### src/rtl/splash_overlay_if.sv
// Pixel-stream and splash-control bundle between the VGA timing/setter side and
// the splash overlay.
//   master : drives x/y, frameTick, sliceEvent/sliceX/sliceY, splashColor, bgColor;
//            observes splashX/splashY, colorOut, splashActive.
//   slave  : the overlay (direction-reversed view).
interface splash_overlay_if;
  logic [9:0]  x;
  logic [8:0]  y;
  logic        frameTick;
  logic        sliceEvent;
  logic [9:0]  sliceX;
  logic [8:0]  sliceY;
  logic [11:0] splashColor;
  logic [11:0] bgColor;
  logic [9:0]  splashX;
  logic [8:0]  splashY;
  logic [11:0] colorOut;
  logic        splashActive;

  modport master (
    output x, y, frameTick, sliceEvent, sliceX, sliceY, splashColor, bgColor,
    input  splashX, splashY, colorOut, splashActive
  );

  modport slave (
    input  x, y, frameTick, sliceEvent, sliceX, sliceY, splashColor, bgColor,
    output splashX, splashY, colorOut, splashActive
  );
endinterface

### src/rtl/splash_overlay.sv
// Fruit-splash sequencer and compositor. Latches the slice position as a
// clamped sprite corner, arms it on the next frame tick, holds it for LIFETIME
// frames, and composites the setter's colour over the background using an
// in-box flag delayed to match the setter's RAM latency.
//   clk   : pixel clock
//   reset : synchronous, active-high
//   bus   : splash_overlay_if.slave (pixel position, frame/slice events,
//           setter/background colours in; sprite corner, colour, active out)
module splash_overlay #(
  parameter int unsigned SPRITE_SIZE = 50,
  parameter int unsigned LIFETIME    = 30,
  parameter logic [11:0] TRANSPARENT = 12'h000,
  parameter int unsigned RAM_LATENCY = 2
) (
  input  logic             clk,
  input  logic             reset,
  splash_overlay_if.slave  bus
);

  localparam int unsigned HALF  = SPRITE_SIZE / 2;
  localparam int unsigned MAX_X = 640 - SPRITE_SIZE;
  localparam int unsigned MAX_Y = 480 - SPRITE_SIZE;

  typedef enum logic {IDLE, SHOW} state_t;

  state_t     state, state_nxt;
  logic [7:0] cnt, cnt_nxt;
  logic       load_c;

  logic [9:0] pend_x, splash_x;
  logic [8:0] pend_y, splash_y;
  logic       pending;

  logic [10:0] cx_wide_c;
  logic [9:0]  cy_wide_c;
  logic        in_box_c;
  logic [RAM_LATENCY-1:0] in_box_d;
  logic [11:0] color_out;

  // Corner = centre - half size, floored at 0 and kept fully on screen.
  always_comb begin
    cx_wide_c = (11'(bus.sliceX) >= 11'(HALF)) ? 11'(bus.sliceX) - 11'(HALF) : 11'd0;
    if (cx_wide_c > 11'(MAX_X)) cx_wide_c = 11'(MAX_X);
    cy_wide_c = (10'(bus.sliceY) >= 10'(HALF)) ? 10'(bus.sliceY) - 10'(HALF) : 10'd0;
    if (cy_wide_c > 10'(MAX_Y)) cy_wide_c = 10'(MAX_Y);
  end

  // State register.
  always_ff @(posedge clk) begin
    if (reset) state <= IDLE;
    else       state <= state_nxt;
  end

  // Next state, lifetime counter and corner-load decision.
  always_comb begin
    state_nxt = state;
    cnt_nxt   = cnt;
    load_c    = 1'b0;
    case (state)
      IDLE: begin
        if (bus.frameTick && pending) begin
          load_c    = 1'b1;
          state_nxt = SHOW;
        end
      end
      SHOW: begin
        if (bus.frameTick) begin
          if (pending) begin
            load_c = 1'b1;
          end else begin
            cnt_nxt = cnt - 8'd1;
            if (cnt == 8'd1) state_nxt = IDLE;
          end
        end
      end
      default: state_nxt = IDLE;
    endcase
    if (load_c) cnt_nxt = 8'(LIFETIME);
  end

  // Pending corner: last slice wins; a coincident tick consumes the old value.
  always_ff @(posedge clk) begin
    if (reset) begin
      pending <= 1'b0;
      pend_x  <= '0;
      pend_y  <= '0;
    end else if (bus.sliceEvent) begin
      pending <= 1'b1;
      pend_x  <= cx_wide_c[9:0];
      pend_y  <= cy_wide_c[8:0];
    end else if (bus.frameTick) begin
      pending <= 1'b0;
    end
  end

  // Displayed corner and counter; the corner only moves on a frame tick.
  always_ff @(posedge clk) begin
    if (reset) begin
      cnt      <= '0;
      splash_x <= '0;
      splash_y <= '0;
    end else begin
      cnt <= cnt_nxt;
      if (load_c) begin
        splash_x <= pend_x;
        splash_y <= pend_y;
      end
    end
  end

  always_comb begin
    in_box_c = (state == SHOW)
            && (11'(bus.x) >= 11'(splash_x))
            && (11'(bus.x) <  11'(splash_x) + 11'(SPRITE_SIZE))
            && (10'(bus.y) >= 10'(splash_y))
            && (10'(bus.y) <  10'(splash_y) + 10'(SPRITE_SIZE));
  end

  // In-box delay line aligned to the setter's colour, then compositing register.
  always_ff @(posedge clk) begin
    if (reset) begin
      in_box_d  <= '0;
      color_out <= '0;
    end else begin
      in_box_d[0] <= in_box_c;
      for (int i = 1; i < int'(RAM_LATENCY); i++) in_box_d[i] <= in_box_d[i-1];
      color_out <= (in_box_d[RAM_LATENCY-1] && (bus.splashColor != TRANSPARENT))
                   ? bus.splashColor : bus.bgColor;
    end
  end

  assign bus.splashX      = splash_x;
  assign bus.splashY      = splash_y;
  assign bus.colorOut     = color_out;
  assign bus.splashActive = (state == SHOW);

endmodule

### src/flat_wrapper.sv
// flat-port wrapper written by rule: the top's interface ports become plain ports
module splash_overlay_flat 
#(
  parameter int unsigned SPRITE_SIZE = 50,
  parameter int unsigned LIFETIME    = 30,
  parameter logic [11:0] TRANSPARENT = 12'h000,
  parameter int unsigned RAM_LATENCY = 2
)
  (clk, reset, bus_x, bus_y, bus_frameTick, bus_sliceEvent, bus_sliceX, bus_sliceY, bus_splashColor, bus_bgColor, bus_splashX, bus_splashY, bus_colorOut, bus_splashActive);
  splash_overlay_if bus_i ();
  input  logic clk;
  input  logic reset;
  input wire logic [$bits(bus_i.x)-1:0] bus_x;
  input wire logic [$bits(bus_i.y)-1:0] bus_y;
  input wire logic [$bits(bus_i.frameTick)-1:0] bus_frameTick;
  input wire logic [$bits(bus_i.sliceEvent)-1:0] bus_sliceEvent;
  input wire logic [$bits(bus_i.sliceX)-1:0] bus_sliceX;
  input wire logic [$bits(bus_i.sliceY)-1:0] bus_sliceY;
  input wire logic [$bits(bus_i.splashColor)-1:0] bus_splashColor;
  input wire logic [$bits(bus_i.bgColor)-1:0] bus_bgColor;
  output wire logic [$bits(bus_i.splashX)-1:0] bus_splashX;
  output wire logic [$bits(bus_i.splashY)-1:0] bus_splashY;
  output wire logic [$bits(bus_i.colorOut)-1:0] bus_colorOut;
  output wire logic [$bits(bus_i.splashActive)-1:0] bus_splashActive;
  assign bus_i.x = bus_x;
  assign bus_i.y = bus_y;
  assign bus_i.frameTick = bus_frameTick;
  assign bus_i.sliceEvent = bus_sliceEvent;
  assign bus_i.sliceX = bus_sliceX;
  assign bus_i.sliceY = bus_sliceY;
  assign bus_i.splashColor = bus_splashColor;
  assign bus_i.bgColor = bus_bgColor;
  assign bus_splashX = bus_i.splashX;
  assign bus_splashY = bus_i.splashY;
  assign bus_colorOut = bus_i.colorOut;
  assign bus_splashActive = bus_i.splashActive;
  splash_overlay #(.SPRITE_SIZE(SPRITE_SIZE), .LIFETIME(LIFETIME), .TRANSPARENT(TRANSPARENT), .RAM_LATENCY(RAM_LATENCY)) u_core (.clk(clk), .reset(reset), .bus(bus_i));
endmodule
### config.mk
export PLATFORM = sky130hd
export DESIGN_NAME = splash_overlay_flat
export DESIGN_NICKNAME = d
export VERILOG_FILES = /design/src/rtl/splash_overlay_if.sv /design/src/rtl/splash_overlay.sv /design/src/flat_wrapper.sv
export SDC_FILE = /design/constraint.sdc
export NUM_CORES = 1
export LEC_CHECK = 0
export CORE_ASPECT_RATIO = 1.1
export CORE_MARGIN = 3
export CORE_UTILIZATION = 45
export DETAILED_ROUTE_END_ITERATION = 10
export PLACE_DENSITY = 0.74
export SKIP_LAST_GASP = 1
export SYNTH_ARGS = -nofsm -noshare
export SYNTH_HDL_FRONTEND = slang
export SYNTH_SLANG_ARGS = --single-unit
### constraint.sdc
create_clock -name clk -period 2.3 [get_ports clk]
set_clock_uncertainty 0.15 [all_clocks]
set_input_delay 0.345 -clock clk [delete_from_list [all_inputs] [get_ports clk]]
set_output_delay 0.345 -clock clk [all_outputs]
set_load 0.05 [all_outputs]
==> After elaboration in Yosys (flattened, before gate mapping) <==
Cells that the tools add are included.
{ "classes": {"n_eq_ne": 2, "n_addsub": 5, "n_reduce_logical": 13, "n_mux": 19, "magnitude_cmp": 8, "n_bitwise": 2} }
{ "op_table": {"columns": ["cell", "n"], "rows": [
  ["10-bit 2-to-1 mux", 2],
  ["5-bit 2-to-1 mux", 4],
  ["12-bit 2-to-1 mux", 1],
  ["12-bit nonzero test", 1],
  ["10-bit by 6-bit adder with 11-bit output, second input constant", 1],
  ["11-bit by 10-bit greater-than comparator with 1-bit output, second input constant", 1],
  ["10-bit by 11-bit < comparator with 1-bit output", 1],
  ["11-bit 2-to-1 mux", 1],
  ["10-bit by 5-bit subtractor with 11-bit output, second input constant", 1],
  ["9-bit by 6-bit adder with 10-bit output, second input constant", 1],
  ["10-bit >= comparator", 1],
  ["10-bit by 5-bit >= comparator with 1-bit output, second input constant", 1],
  ["10-bit by 9-bit greater-than comparator with 1-bit output, second input constant", 1],
  ["9-bit by 10-bit < comparator with 1-bit output", 1],
  ["9-bit by 5-bit subtractor with 10-bit output, second input constant", 1],
  ["9-bit by 5-bit >= comparator with 1-bit output, second input constant", 1],
  ["9-bit >= comparator", 1],
  ["9-bit 2-to-1 mux", 1],
  ["8-bit by 1-bit == test with 1-bit output, second input constant", 1],
  ["1-bit 2-to-1 mux", 8],
  ["8-bit by 1-bit subtractor with 8-bit output, second input constant", 1],
  ["1-bit logical AND", 6],
  ["3-bit AND reduction", 2],
  ["2-bit nonzero test", 3],
  ["other kinds (4)", 6]
]} }
{ "totals": {"wordCells": 59, "input_bits": 66, "ff_bits": 62, "out_inout_bits": 32} }

==> Logic depth before layout (Yosys ltp) <==
{ "logic_depth": {"word_depth": 5, "ltp_mapped": 10, "mapped_depth_nobuf": 10} }

==> Least setup slack after synthesis <==
Ideal clock, no wire load.
{ "synth_timing": {"path_kind": "register to register", "start": "register u_core.splash_y[1] (netlist: u_core.bus.splashY[1])", "end": "register u_core.in_box_d[0]", "path_buffers": 0, "stages_incl_launch_ff": 10, "setup_slack_ns": -0.335, "setup_time_ns": 0.061, "required_time_ns": 2.089, "period_less_slack_ns": 2.635, "t_arrival_ns": 2.424, "cell_sequence": "dfxtp_1 ha_1 a21oi_1 xnor2_1 ha_1 or4_1 o2111ai_1 a21oi_1 o31ai_1 and4b_1"} }
{ "synth_via": {"elab_chain_cells": 3, "elab_cells_between_ends": 5, "classes_between": "1 x add/sub; 2 x order compare; 2 x reduce/logical"} }
{ "synth_lines": {"columns": ["element", "line", "source"], "rows": [
  ["start, declared", "splash_overlay.sv:31", "logic [8:0] pend_y, splash_y;"],
  ["start signal, assigned", "splash_overlay.sv:106", "splash_y <= pend_y;"],
  ["9-bit by 6-bit adder with 10-bit output / 9-bit >= comparator (equally long branches)", "splash_overlay.sv:116, splash_overlay.sv:115", null],
  ["9-bit by 10-bit < comparator with 1-bit output / 1-bit logical AND (equally long branches)", "splash_overlay.sv:116, splash_overlay.sv:115", null],
  ["1-bit logical AND *", "splash_overlay.sv:116", "&& (10'(bus.y) < 10'(splash_y) + 10'(SPRITE_SIZE));"],
  ["end signal, assigned", "splash_overlay.sv:125", "in_box_d[0] <= in_box_c;"],
  ["end, declared", "splash_overlay.sv:37", "logic [RAM_LATENCY-1:0] in_box_d;"]
]} }
Every way passes the cells marked *; elsewhere a longest branch is shown, timed or not.
A chain may end at the register's enable or synchronous reset.

==> Worst setup path after layout <==
{ "layout_timing": {"start": "register u_core.splash_y[2] (netlist: u_core.bus.splashY[2])", "end": "register u_core.in_box_d[0]"} }
Same word-level chain as after synthesis.

==> impl_results.md <==
* Bufs and invs on worst path at 0
* Initial Utilization at 46.8%
* First-pass GRT wire length at 17200 um
* Synth cell types at 63
* Crit-path leading delay family: simple AND/OR/NAND/NOR gates
* Reg area at approximately 1300 um^2
* Normalized max-slew margin at ~64%
* Hpwl dp at 8260 um
* Critical path class: flop to flop
* Final ANT Viol Nets at 0
* Total track usage at 21.0%
* Critical path peak fanout at 4
* Synthesized area at 3980 um^2
* Combinational Power Share at 25.3%
* Minimum clock period at about 2300 ps
* Drt via density at 5.22
* Footprint of the multi-input gates at 2750 um^2
* Worst EP required at 2440 ps
* Synth-to-layout area growth at 51.4%
* Setup crit end kind: flop
* Synth Flop Type: dfxtp_1
* Achievable Freq at approximately 440 MHz
* Critical Path Slowest Stage Cell: or4_4
* Post-synth EDFFs at 0
* RSZ-0062 raised after global routing: yes
* Final Setup Violations at 0
* Switch Pwr at between 800 and 900 uW
* Global route overflow at 0
* Clk_lat worst skew at 350 ps
* Die height at about 100 um
* First-pass DRT Iterations at 4
* Startpoint Class: flop
* Cts bufs inserted at 9
* Clk buf depth at 2
* CTS root buffer: clkbuf_8
* Initial drt markers at 150
* Die X at 95.6 um
* Worst path arrival time at 2410 ps
* Avg Inst Size Synth at 7.99 um^2
* GP Congestion at 0.919
* Max-slew violations at 0
* Status: complete, no violations
* Core box area at 8500 um^2
* CTS tree: built
* Syn Nets at ~600
* Sequential Power Share at 41.5%
* # diodes at 0
* Worst Tran Pin Value at 534 ps
* Cell Int Power at 1.97 mW
* Max-cap viol count at 0
* DRC at 0
* Synth async-reset ratio at 0%
* Via count at about 4k
* Buffers on Ports at 97
* Max VDD drop at approximately 0.00026 V
* Synthesized instance count at ~500
* Floorplan row count at 35
* Hold Buf Count CTS at 0
* Routed WL at around 11000 um
* Pwr dens at roughly 460 nW/um^2
* I/O pin count at 98
* Dpl ws at -525 ps
* CP max stage delay at between 400 and 500 ps
* Worst-path clk slew at 70 ps
* Sink Count at 62
* Post-route setup slack at 21.6 ps
* Switching Share at 29.2%
* WL/cell at 13.7 um
* Vias in the first global route at 3916
* Critical path cell sequence: ha_4, a21oi_4, xnor2_2, ha_2, or4_4, o2111ai_2, a21oi_2, o31ai_1, and4b_1
* Pin count of the biggest net entering global routing at 45
* Fin crit share at 99.1%
* Layout Nets at 777
* Antenna violations before repair at 0
* Register area share after synthesis at 31.2%
* Final hold slack at 182 ps
* Filler cell count at 675
* Clock share of power at 33.2%
* Synth Warn # at 0
* Fraction of layout cells with a size suffix above 1 at 22.5%
* Register bit total from synthesis at 62
* Post-route total power at 2.78 mW
* LEAKAGE at roughly 2.5 nW
* Min-delay worst type: input pin to flop
* Max H-tree Level at 3
* Die ar. at 10000 um^2
* Count of final hold-check violations at 0
==> logic make-up after synthesis <==
kind of cell,share of synthesized area (%)
flip-flops,31.2
XOR/XNOR,6.17
AND/OR/NAND/NOR,21.4
adder cells (fa/ha/maj),13.8
buffers and inverters,5.06
multiplexers,0.503
AO/OA/AOI/OAI,21.8
==> worst paths after layout <==
path,end,from,cells past startpoint,slack (ps)
hold / removal,u_core.bus.splashX[2],reset,2,180
setup reg to reg,u_core.in_box_d[0],u_core.bus.splashY[2],9,20
hold reg to reg,u_core.bus.splashX[2],u_core.pend_x[2],2,290
setup / recovery,u_core.in_box_d[0],u_core.bus.splashY[2],9,20
==> layer usage <==
metal | up-vias | GRT usage [%] | part of all wire, %
met5 | - | 0 | 0
met4 | 0 | 7.22 | 1.6
met3 | 13 | 3.24 | 4.7
met2 | 94 | 35.4 | 49
met1 | 1871 | 26.7 | 45
li1 | 2106 | - | -
==> repair_timing <==
| item | in CTS | in global routing |
|---|---|---|
| setup buffers | 1 | 3 |
| pin swaps | 9 | 24 |
| setup endpoints to repair | 10 | 16 |
| gates resized for setup | 10 | 46 |
==> cells in the final DEF, fill, tap and decap left out, types with 4 or more instances in the layout <==
cell type,instances
xor2_1,4
xnor2_1,22
buf_4,76
dfxtp_2,5
nand2b_1,8
dfxtp_4,7
a21oi_2,4
nand2_1,85
a21oi_1,48
dfxtp_1,50
nor2b_1,5
dlymetal6s2s_1,6
clkdlybuf4s50_1,87
inv_1,35
o21a_1,5
ha_1,41
a211oi_1,8
nor3_1,13
clkbuf_8,9
nand3_1,5
nor4_1,4
nor2_1,29
o211ai_1,4
a22o_1,4
o21ai_0,13
a32o_1,4
==> power groups by stage <==
stage                     registers [mW]  logic [mW]  clock network [mW]
after CTS                           1.15       0.671               0.934
after floorplan                     1.24       0.280                   0
after global placement              1.17       0.649                   0
after detailed placement            1.17       0.663                   0
after global routing                1.16       0.769               0.983
final                               1.15       0.703               0.923
==> flip-flops by register name, summed over array words and instances (netlist names) <==
name / cells
u_core.bus.colorOut: 12
u_core.bus.splashActive: 1
u_core.bus.splashX: 10
u_core.bus.splashY: 9
u_core.cnt: 8
u_core.in_box_d: 2
u_core.pend_x: 10
u_core.pend_y: 9
u_core.pending: 1
==> final cells by class <==
cell class	instances	area share [%]
Multi-Input combinational cell	386	45.6
Timing Repair Buffer	173	25.6
Sequential cell	62	21.2
Tap cell	111	2.31
Inverter	35	2.18
Clock buffer	9	2.06
Clock inverter	7	1.08
==> cell usage after synthesis (6+ instances only) <==
master    count  area (um^2)
xnor2_1      24          210
ha_1         44          551
nand2_1      86          323
inv_1        35          131
nor2b_1       6         37.5
a211oi_1      9         67.6
nand2b_1      8         50.1
dfxtp_1      62         1240
nor3_1       15         75.1
nand3_1       8         40.0
nor2_1       29          109
clkbuf_1     11         41.3
o21ai_0      16         80.1
a21oi_1      53          265
==> stage by stage <==
step           util (%)  cell area [um^2]  TNS [ps]  cells
2_1_floorplan         -              4010         0    498
3_3_place_gp       65.8              5590     -6130    763
3_5_place_dp       65.8              5590     -6960    763
4_1_cts            68.4              5810     -6.46    780
5_1_grt            70.9              6020      -214    783
6_report           70.9              6020         0    783
Note: power is estimated with default switching activity, not from simulation.
